File: src/rtl/network_sink_fifo_if.sv
// Bundles the network-side and host-side streams of network_sink_fifo.
// Both streams use valid/ready: a transfer happens on a rising clk edge where valid && ready; the source
// holds its payload stable while valid && !ready, and ready never depends combinationally on valid.
interface network_sink_fifo_if #(
  parameter int NUM_OUT   = 8,
  parameter int SNK_WIDTH = 16
);
  logic                 net_valid;
  logic                 net_last;
  logic                 net_ready;
  logic [NUM_OUT-1:0]   net_out;
  logic                 snk_ready;
  logic                 snk_valid;
  logic                 snk_last;
  logic [SNK_WIDTH-1:0] snk;

  modport master (
    output net_valid, net_last, net_out, snk_ready,
    input  net_ready, snk_valid, snk_last, snk
  );

  modport slave (
    input  net_valid, net_last, net_out, snk_ready,
    output net_ready, snk_valid, snk_last, snk
  );
endinterface

File: src/rtl/network_sink_fifo.sv
// Buffers per-timestep network event vectors in a small FIFO and drains each entry as RUN/SPK/MSK words.
// Each entry yields an optional RUN word followed by one word per fired output (SPK) or nonzero chunk (MSK).
module network_sink_fifo #(
  parameter int NUM_OUT   = 8,
  parameter int RUN_WIDTH = 8,
  parameter int DEPTH     = 4,
  parameter int CHUNK     = 8,
  parameter int SNK_WIDTH = 16
) (
  input  logic                       clk,
  input  logic                       arstn,
  input  logic                       cfg_mask,
  network_sink_fifo_if.slave         bus,
  output logic [$clog2(DEPTH+1)-1:0] occupancy
);
  localparam int IDX_W   = $clog2(NUM_OUT);
  localparam int IDX_WS  = (IDX_W > 0) ? IDX_W : 1;
  localparam int NCHUNK  = (NUM_OUT + CHUNK - 1) / CHUNK;
  localparam int CIDX_W  = $clog2(NCHUNK);
  localparam int CIDX_WS = (CIDX_W > 0) ? CIDX_W : 1;
  localparam int PTR_W   = $clog2(DEPTH);
  localparam int OCC_W   = $clog2(DEPTH + 1);
  localparam int PAD_W   = NCHUNK * CHUNK;
  localparam int PL_W    = SNK_WIDTH - 2;

  localparam logic [OCC_W-1:0]     FULL    = OCC_W'(DEPTH);
  localparam logic [RUN_WIDTH-1:0] RUN_SAT = {RUN_WIDTH{1'b1}} - 1'b1;

  typedef struct packed {
    logic [NUM_OUT-1:0]   fires;
    logic [RUN_WIDTH-1:0] runs;
    logic                 send_run;
    logic                 last;
    logic                 mask;
  } entry_t;

  entry_t               mem [DEPTH];
  entry_t               new_entry;
  entry_t               head;
  logic [PTR_W-1:0]     wr_ptr, rd_ptr;
  logic [OCC_W-1:0]     count;
  logic [RUN_WIDTH-1:0] run_cnt;
  logic                 run_done;
  logic [NUM_OUT-1:0]   sent;

  logic                 accept, is_event, push, pop, hs, empty;
  logic                 need_run, final_word;
  logic [PAD_W-1:0]     fires_pad;
  logic [NCHUNK-1:0]    chunk_nz;
  logic [NUM_OUT-1:0]   pend, sel_oh;
  logic [IDX_WS-1:0]    sel;
  logic [CIDX_WS-1:0]   sel_c;
  logic [CHUNK-1:0]     chunk_bits;
  logic [SNK_WIDTH-1:0] word;

  // Ingress: only timesteps with activity, a final step, or a saturating run create an entry.
  assign empty     = (count == '0);
  assign accept    = bus.net_valid && (count != FULL);
  assign is_event  = (|bus.net_out) || bus.net_last;
  assign push      = accept && (is_event || (run_cnt == RUN_SAT));

  always_comb begin
    new_entry.fires = bus.net_out;
    new_entry.mask  = cfg_mask;
    if (is_event) begin
      new_entry.runs     = run_cnt;
      new_entry.send_run = (run_cnt != '0) || bus.net_last;
      new_entry.last     = bus.net_last;
    end else begin
      new_entry.runs     = '1;
      new_entry.send_run = 1'b1;
      new_entry.last     = 1'b0;
    end
  end

  assign head      = mem[rd_ptr];
  assign need_run  = head.send_run && !run_done;
  assign fires_pad = PAD_W'(head.fires);

  always_comb begin
    chunk_nz = '0;
    for (int c = 0; c < NCHUNK; c++) begin
      chunk_nz[c] = |fires_pad[c*CHUNK +: CHUNK];
    end
    if (head.mask) pend = NUM_OUT'(chunk_nz & ~sent[NCHUNK-1:0]);
    else           pend = head.fires & ~sent;
  end

  // Lowest pending bit/chunk wins, so zero bits never cost a cycle.
  always_comb begin
    logic found;
    found  = 1'b0;
    sel    = '0;
    sel_oh = '0;
    for (int i = 0; i < NUM_OUT; i++) begin
      if (pend[i] && !found) begin
        found     = 1'b1;
        sel       = IDX_WS'(i);
        sel_oh[i] = 1'b1;
      end
    end
  end

  assign sel_c = sel[CIDX_WS-1:0];

  always_comb begin
    chunk_bits = '0;
    for (int c = 0; c < NCHUNK; c++) begin
      if (c == int'(sel)) chunk_bits = fires_pad[c*CHUNK +: CHUNK];
    end
  end

  assign final_word = need_run ? (pend == '0) : ((pend & ~sel_oh) == '0);

  always_comb begin
    word = '0;
    if (!empty) begin
      if (need_run)
        word = {2'd0, PL_W'(head.runs) << (PL_W - RUN_WIDTH)};
      else if (head.mask)
        word = {2'd2, ((PL_W'(sel_c) << CHUNK) | PL_W'(chunk_bits)) << (PL_W - CIDX_W - CHUNK)};
      else
        word = {2'd1, PL_W'(sel) << (PL_W - IDX_W)};
    end
  end

  assign hs            = !empty && bus.snk_ready;
  assign pop           = hs && final_word;
  assign bus.snk_valid = !empty;
  assign bus.snk       = word;
  assign bus.snk_last  = !empty && final_word && head.last;
  assign bus.net_ready = (count != FULL);
  assign occupancy     = count;

  always_ff @(posedge clk) begin
    if (push) mem[wr_ptr] <= new_entry;
  end

  always_ff @(posedge clk or negedge arstn) begin
    if (!arstn) begin
      wr_ptr   <= '0;
      rd_ptr   <= '0;
      count    <= '0;
      run_cnt  <= '0;
      run_done <= 1'b0;
      sent     <= '0;
    end else begin
      if (push) wr_ptr <= wr_ptr + 1'b1;
      if (pop) begin
        rd_ptr   <= rd_ptr + 1'b1;
        run_done <= 1'b0;
        sent     <= '0;
      end else if (hs) begin
        if (need_run) run_done <= 1'b1;
        else          sent     <= sent | sel_oh;
      end
      unique case ({push, pop})
        2'b10:   count <= count + 1'b1;
        2'b01:   count <= count - 1'b1;
        default: count <= count;
      endcase
      if (accept) begin
        if (is_event)                run_cnt <= bus.net_last ? '0 : RUN_WIDTH'(1);
        else if (run_cnt == RUN_SAT) run_cnt <= '0;
        else                         run_cnt <= run_cnt + 1'b1;
      end
    end
  end
endmodule
File: src/flat_wrapper.sv
// flat-port wrapper written by rule: the top's interface ports become plain ports
module network_sink_fifo_flat 
#(
  parameter int NUM_OUT   = 8,
  parameter int RUN_WIDTH = 8,
  parameter int DEPTH     = 4,
  parameter int CHUNK     = 8,
  parameter int SNK_WIDTH = 16
)
  (clk, arstn, cfg_mask, occupancy, bus_net_valid, bus_net_last, bus_net_out, bus_snk_ready, bus_net_ready, bus_snk_valid, bus_snk_last, bus_snk);
  network_sink_fifo_if #(.NUM_OUT(NUM_OUT), .SNK_WIDTH(SNK_WIDTH)) bus_i ();
  input  logic clk;
  input  logic arstn;
  input  logic cfg_mask;
  output logic [$clog2(DEPTH+1)-1:0] occupancy;
  input wire logic [$bits(bus_i.net_valid)-1:0] bus_net_valid;
  input wire logic [$bits(bus_i.net_last)-1:0] bus_net_last;
  input wire logic [$bits(bus_i.net_out)-1:0] bus_net_out;
  input wire logic [$bits(bus_i.snk_ready)-1:0] bus_snk_ready;
  output wire logic [$bits(bus_i.net_ready)-1:0] bus_net_ready;
  output wire logic [$bits(bus_i.snk_valid)-1:0] bus_snk_valid;
  output wire logic [$bits(bus_i.snk_last)-1:0] bus_snk_last;
  output wire logic [$bits(bus_i.snk)-1:0] bus_snk;
  assign bus_i.net_valid = bus_net_valid;
  assign bus_i.net_last = bus_net_last;
  assign bus_i.net_out = bus_net_out;
  assign bus_i.snk_ready = bus_snk_ready;
  assign bus_net_ready = bus_i.net_ready;
  assign bus_snk_valid = bus_i.snk_valid;
  assign bus_snk_last = bus_i.snk_last;
  assign bus_snk = bus_i.snk;
  network_sink_fifo #(.NUM_OUT(NUM_OUT), .RUN_WIDTH(RUN_WIDTH), .DEPTH(DEPTH), .CHUNK(CHUNK), .SNK_WIDTH(SNK_WIDTH)) u_core (.clk(clk), .arstn(arstn), .cfg_mask(cfg_mask), .bus(bus_i), .occupancy(occupancy));
endmodule
File: config.mk
export PLATFORM = sky130hd
export DESIGN_NAME = network_sink_fifo_flat
export DESIGN_NICKNAME = d
export VERILOG_FILES = /design/src/rtl/network_sink_fifo_if.sv /design/src/rtl/network_sink_fifo.sv /design/src/flat_wrapper.sv
export SDC_FILE = /design/constraint.sdc
export NUM_CORES = 1
export LEC_CHECK = 0
export CAP_MARGIN = 10
export CORE_MARGIN = 3
export CORE_UTILIZATION = 39
export CTS_CLUSTER_SIZE = 28
export DETAILED_ROUTE_END_ITERATION = 8
export PLACE_DENSITY_LB_ADDON = 0.15
export SLEW_MARGIN = 10
export SYNTH_ARGS = -nofsm -noshare
export SYNTH_HDL_FRONTEND = slang
export SYNTH_SLANG_ARGS = --single-unit
File: constraint.sdc
create_clock -name clk -period 4.9 [get_ports clk]
set_input_delay 0.98 -clock clk [delete_from_list [all_inputs] [get_ports clk]]
set_output_delay 0.98 -clock clk [all_outputs]
set_load 0.01 [all_outputs]
==> impl_metrics.json <==
{
  "outcome": "completed",
  "cts_resized": 1,
  "swShare_pct": 37.2,
  "crit_path_end_kind": "output port",
  "synth_top_flop_cell": "edfxtp_1",
  "core_mm2": 0.0116,
  "grt.overflow.total": 0,
  "cts_tree": "done",
  "gp_congestion": 0.928,
  "drive_gt1_share_pct": 17.3,
  "cts.hold.buffers_added": 0,
  "path_class": "reg -> out",
  "timing.fmax_ghz": 0.217,
  "rows": 39,
  "dr.pass1.iters": 4,
  "drc": 0,
  "num_vias": 2761,
  "reg2regPathDepth": 12,
  "areaGrowthSynthToFinish_pct": 16.2,
  "ant_nets": 0,
  "r2r-end": "u_core.occupancy[2]$_DFFE_PN0P_",
  "clock_latency_ns": 0.34,
  "finalSetupViolCount": 0,
  "irDropWorstVdd_v": 0.000340,
  "path_cells": "mux4_1 -> nor4_2 -> a211oi_2 -> or3_1 -> o311a_4 -> nor3_1 -> clkdlybuf4s50_1",
  "ys_ff_latch": 100,
  "final_common_cell": "edfxtp_1",
  "whs_path_depth": 2,
  "cp-startpoint": "u_core.rd_ptr[0]$_DFFE_PN0N_",
  "crit_family": "simple AND/OR/NAND/NOR gates",
  "synth_edf_count": 76,
  "min_to": "u_core.sent[7]$_DFFE_PN0P_",
  "io-pin-count": 36,
  "max_stage_delay_ns": 0.69,
  "fin_skew_ns": 0.00686,
  "seqPwrFrac_pct": 34.5,
  "final-seq-area_mm2": 0.00288,
  "clkSinkCount": 100,
  "reg2reg_slack_ns": 0.97,
  "cp.arrival_ns": 3.64,
  "cp-start-kind": "register",
  "start_util_pct": 40.5,
  "grt_pass1_vias": 2740,
  "grt_pass1_wl_um": 15300,
  "synthCells": 330,
  "worstHoldStart": "u_core.sent[7]$_DFFE_PN0P_",
  "worstHoldPathType": "reg -> reg",
  "cts_setup_buffers": 0,
  "comb_power_share_pct": 46.5,
  "cp_max_fo": 16,
  "clockBufferDepth": 2,
  "final_cell_mix": "76 x edfxtp_1, 29 x nor2_1, 29 x clkdlybuf4s50_1",
  "power_switching_mw": 1.32,
  "wl_um": 9420,
  "die_area_mm2": 0.0133,
  "fin_tns_setup_ns": 0,
  "rr_startpoint": "u_core.rd_ptr[0]$_DFFE_PN0N_",
  "final-max-slew-violation-count": 0,
  "portBuffers": 29,
  "p_leak_nw": 1.99,
  "placed_cells": 503,
  "insertedDiodeCount": 0,
  "hold_violations": 0,
  "final_cells": 519,
  "p_int_mw": 2.23,
  "cp.required_ns": 3.92,
  "period_needed_ns": 4.62,
  "p_total_mw": 3.55,
  "via_per_inst": 5.32,
  "multi_input_area_mm2": 0.00165,
  "dpl-instance-area_mm2": 0.00515,
  "routedWlPerCell_um": 18.2,
  "synth_area_mm2": 0.00468,
  "fin_crit_sh_pct": 94.2,
  "slowest_stage": "mux4_1",
  "worstMarginPinSlew_ns": 0.541,
  "hold_ws_ns": 0.504,
  "antenna_found_initial": 0,
  "relSlewSlack_pct": 63.9,
  "n_fill_cell": 1042,
  "ys_warn_count": 0,
  "p_per_area_mw_per_mm2": 654,
  "die_h_um": 116,
  "cts.clk_slew.worst_paths_ns": 0.07,
  "synthArstFlopShare_pct": 24.0,
  "die_w_um": 116,
  "seq_area_frac_synth_pct": 61.6,
  "cts_root_buffer": "clkbuf_16",
  "path_buf_inv": 1,
  "power.share.clock_pct": 18.9,
  "syn_avg_cell_area_um2": 14.2,
  "dp_hpwl_um": 6520,
  "final_nets": 394,
  "maxCapViolations": 0,
  "fin_area_mm2": 0.00544,
  "drt_iter0_drc": 226,
  "grt_max_degree": 25,
  "yosysUniqueCellTypes": 54,
  "h-tree-depth": 3,
  "rsz0062_at_grt": "false",
  "track_usage_pct": 15.5,
  "numCtsBuffers": 9
}
## power by group through the flow
stage	clock, mW	combinational [mW]	sequential [mW]
floorplan	0	1.15	1.20
global placement	0	1.66	1.24
detailed placement	0	1.67	1.25
CTS	0.692	1.68	1.23
global route	0.728	1.82	1.25
finish	0.673	1.65	1.23
## layer usage
metal / vias to the layer above / track usage (%) / share of wire, %
li1: 1312 / - / -
met1: 1371 / 21.8 / 47
met2: 67 / 23.5 / 47
met3: 11 / 4.33 / 4.2
met4: 0 / 5.16 / 1.7
met5: - / 0 / 0
## flip-flops by register name, summed over array words and instances, names as in the netlist
name / flops
u_core.occupancy: 3
u_core.run_cnt: 8
u_core.sent: 8
u_core.wr_ptr: 2
u_core.mem: 76
u_core.rd_ptr: 2
u_core.run_done: 1
## Yosys cell counts (all sizes together), types with 7 or more instances
| cell | instances | area, um^2 |
|---|---|---|
| a21oi | 10 | 50.1 |
| a22oi | 9 | 67.6 |
| buf | 12 | 96.3 |
| dfrtp | 24 | 601 |
| edfxtp | 76 | 2280 |
| ha | 8 | 100 |
| inv | 13 | 48.8 |
| mux4 | 19 | 435 |
| nand2 | 15 | 56.3 |
| nand2b | 11 | 68.8 |
| nor2 | 38 | 165 |
| nor2b | 7 | 43.8 |
| nor3 | 9 | 50.1 |
| o21ai | 13 | 65.1 |
## per-stage QoR
stage / util [%] / setup WS (ns)
2_1_floorplan: - / 1.39
3_3_place_gp: 44.5 / 0.479
6_report: 47.0 / 0.283
4_1_cts: 47.0 / 0.243
3_5_place_dp: 44.5 / 0.363
5_1_grt: 47.0 / 0.112
## how the worst max path moves through the flow
stage	to	slack (ns)	depth (start not counted)
2_1_floorplan	u_core.occupancy[2]$_DFFE_PN0P_	1.39	15
3_3_place_gp	bus_snk_last	0.48	7
3_5_place_dp	bus_snk_last	0.36	7
4_1_cts	bus_snk_last	0.24	7
5_1_grt	bus_snk_last	0.11	7
6_report	bus_snk_last	0.28	7
## final cells by class
type                       count  share of cell area, %
tap                          143                   3.29
timing repair buffer          42                   7.13
clock inverter                 6                  0.874
inverter                      13                  0.897
multi-input combinational    205                   30.4
clock buffer                  10                   4.39
sequential                   100                   53.0
## tightest hold or removal path: cells and delay by family (launching register included)
family,cells,cell delay (ns)
DFF,1,0.35
and+or+nand+nor,1,0.07
AOI/OAI and AO/OA,1,0.05
## cells by family after synthesis
group / count (synthesis) / share of synthesized area [%]
simple gates: 106 / 12.6
flops: 100 / 61.6
compound gates: 52 / 7.65
buf+inv: 30 / 3.50
mux: 23 / 10.3
fa+ha+maj: 9 / 2.57
xor+xnor: 9 / 1.68
other cells: 1 / 0.0801
(Power assumes the default switching activity.)
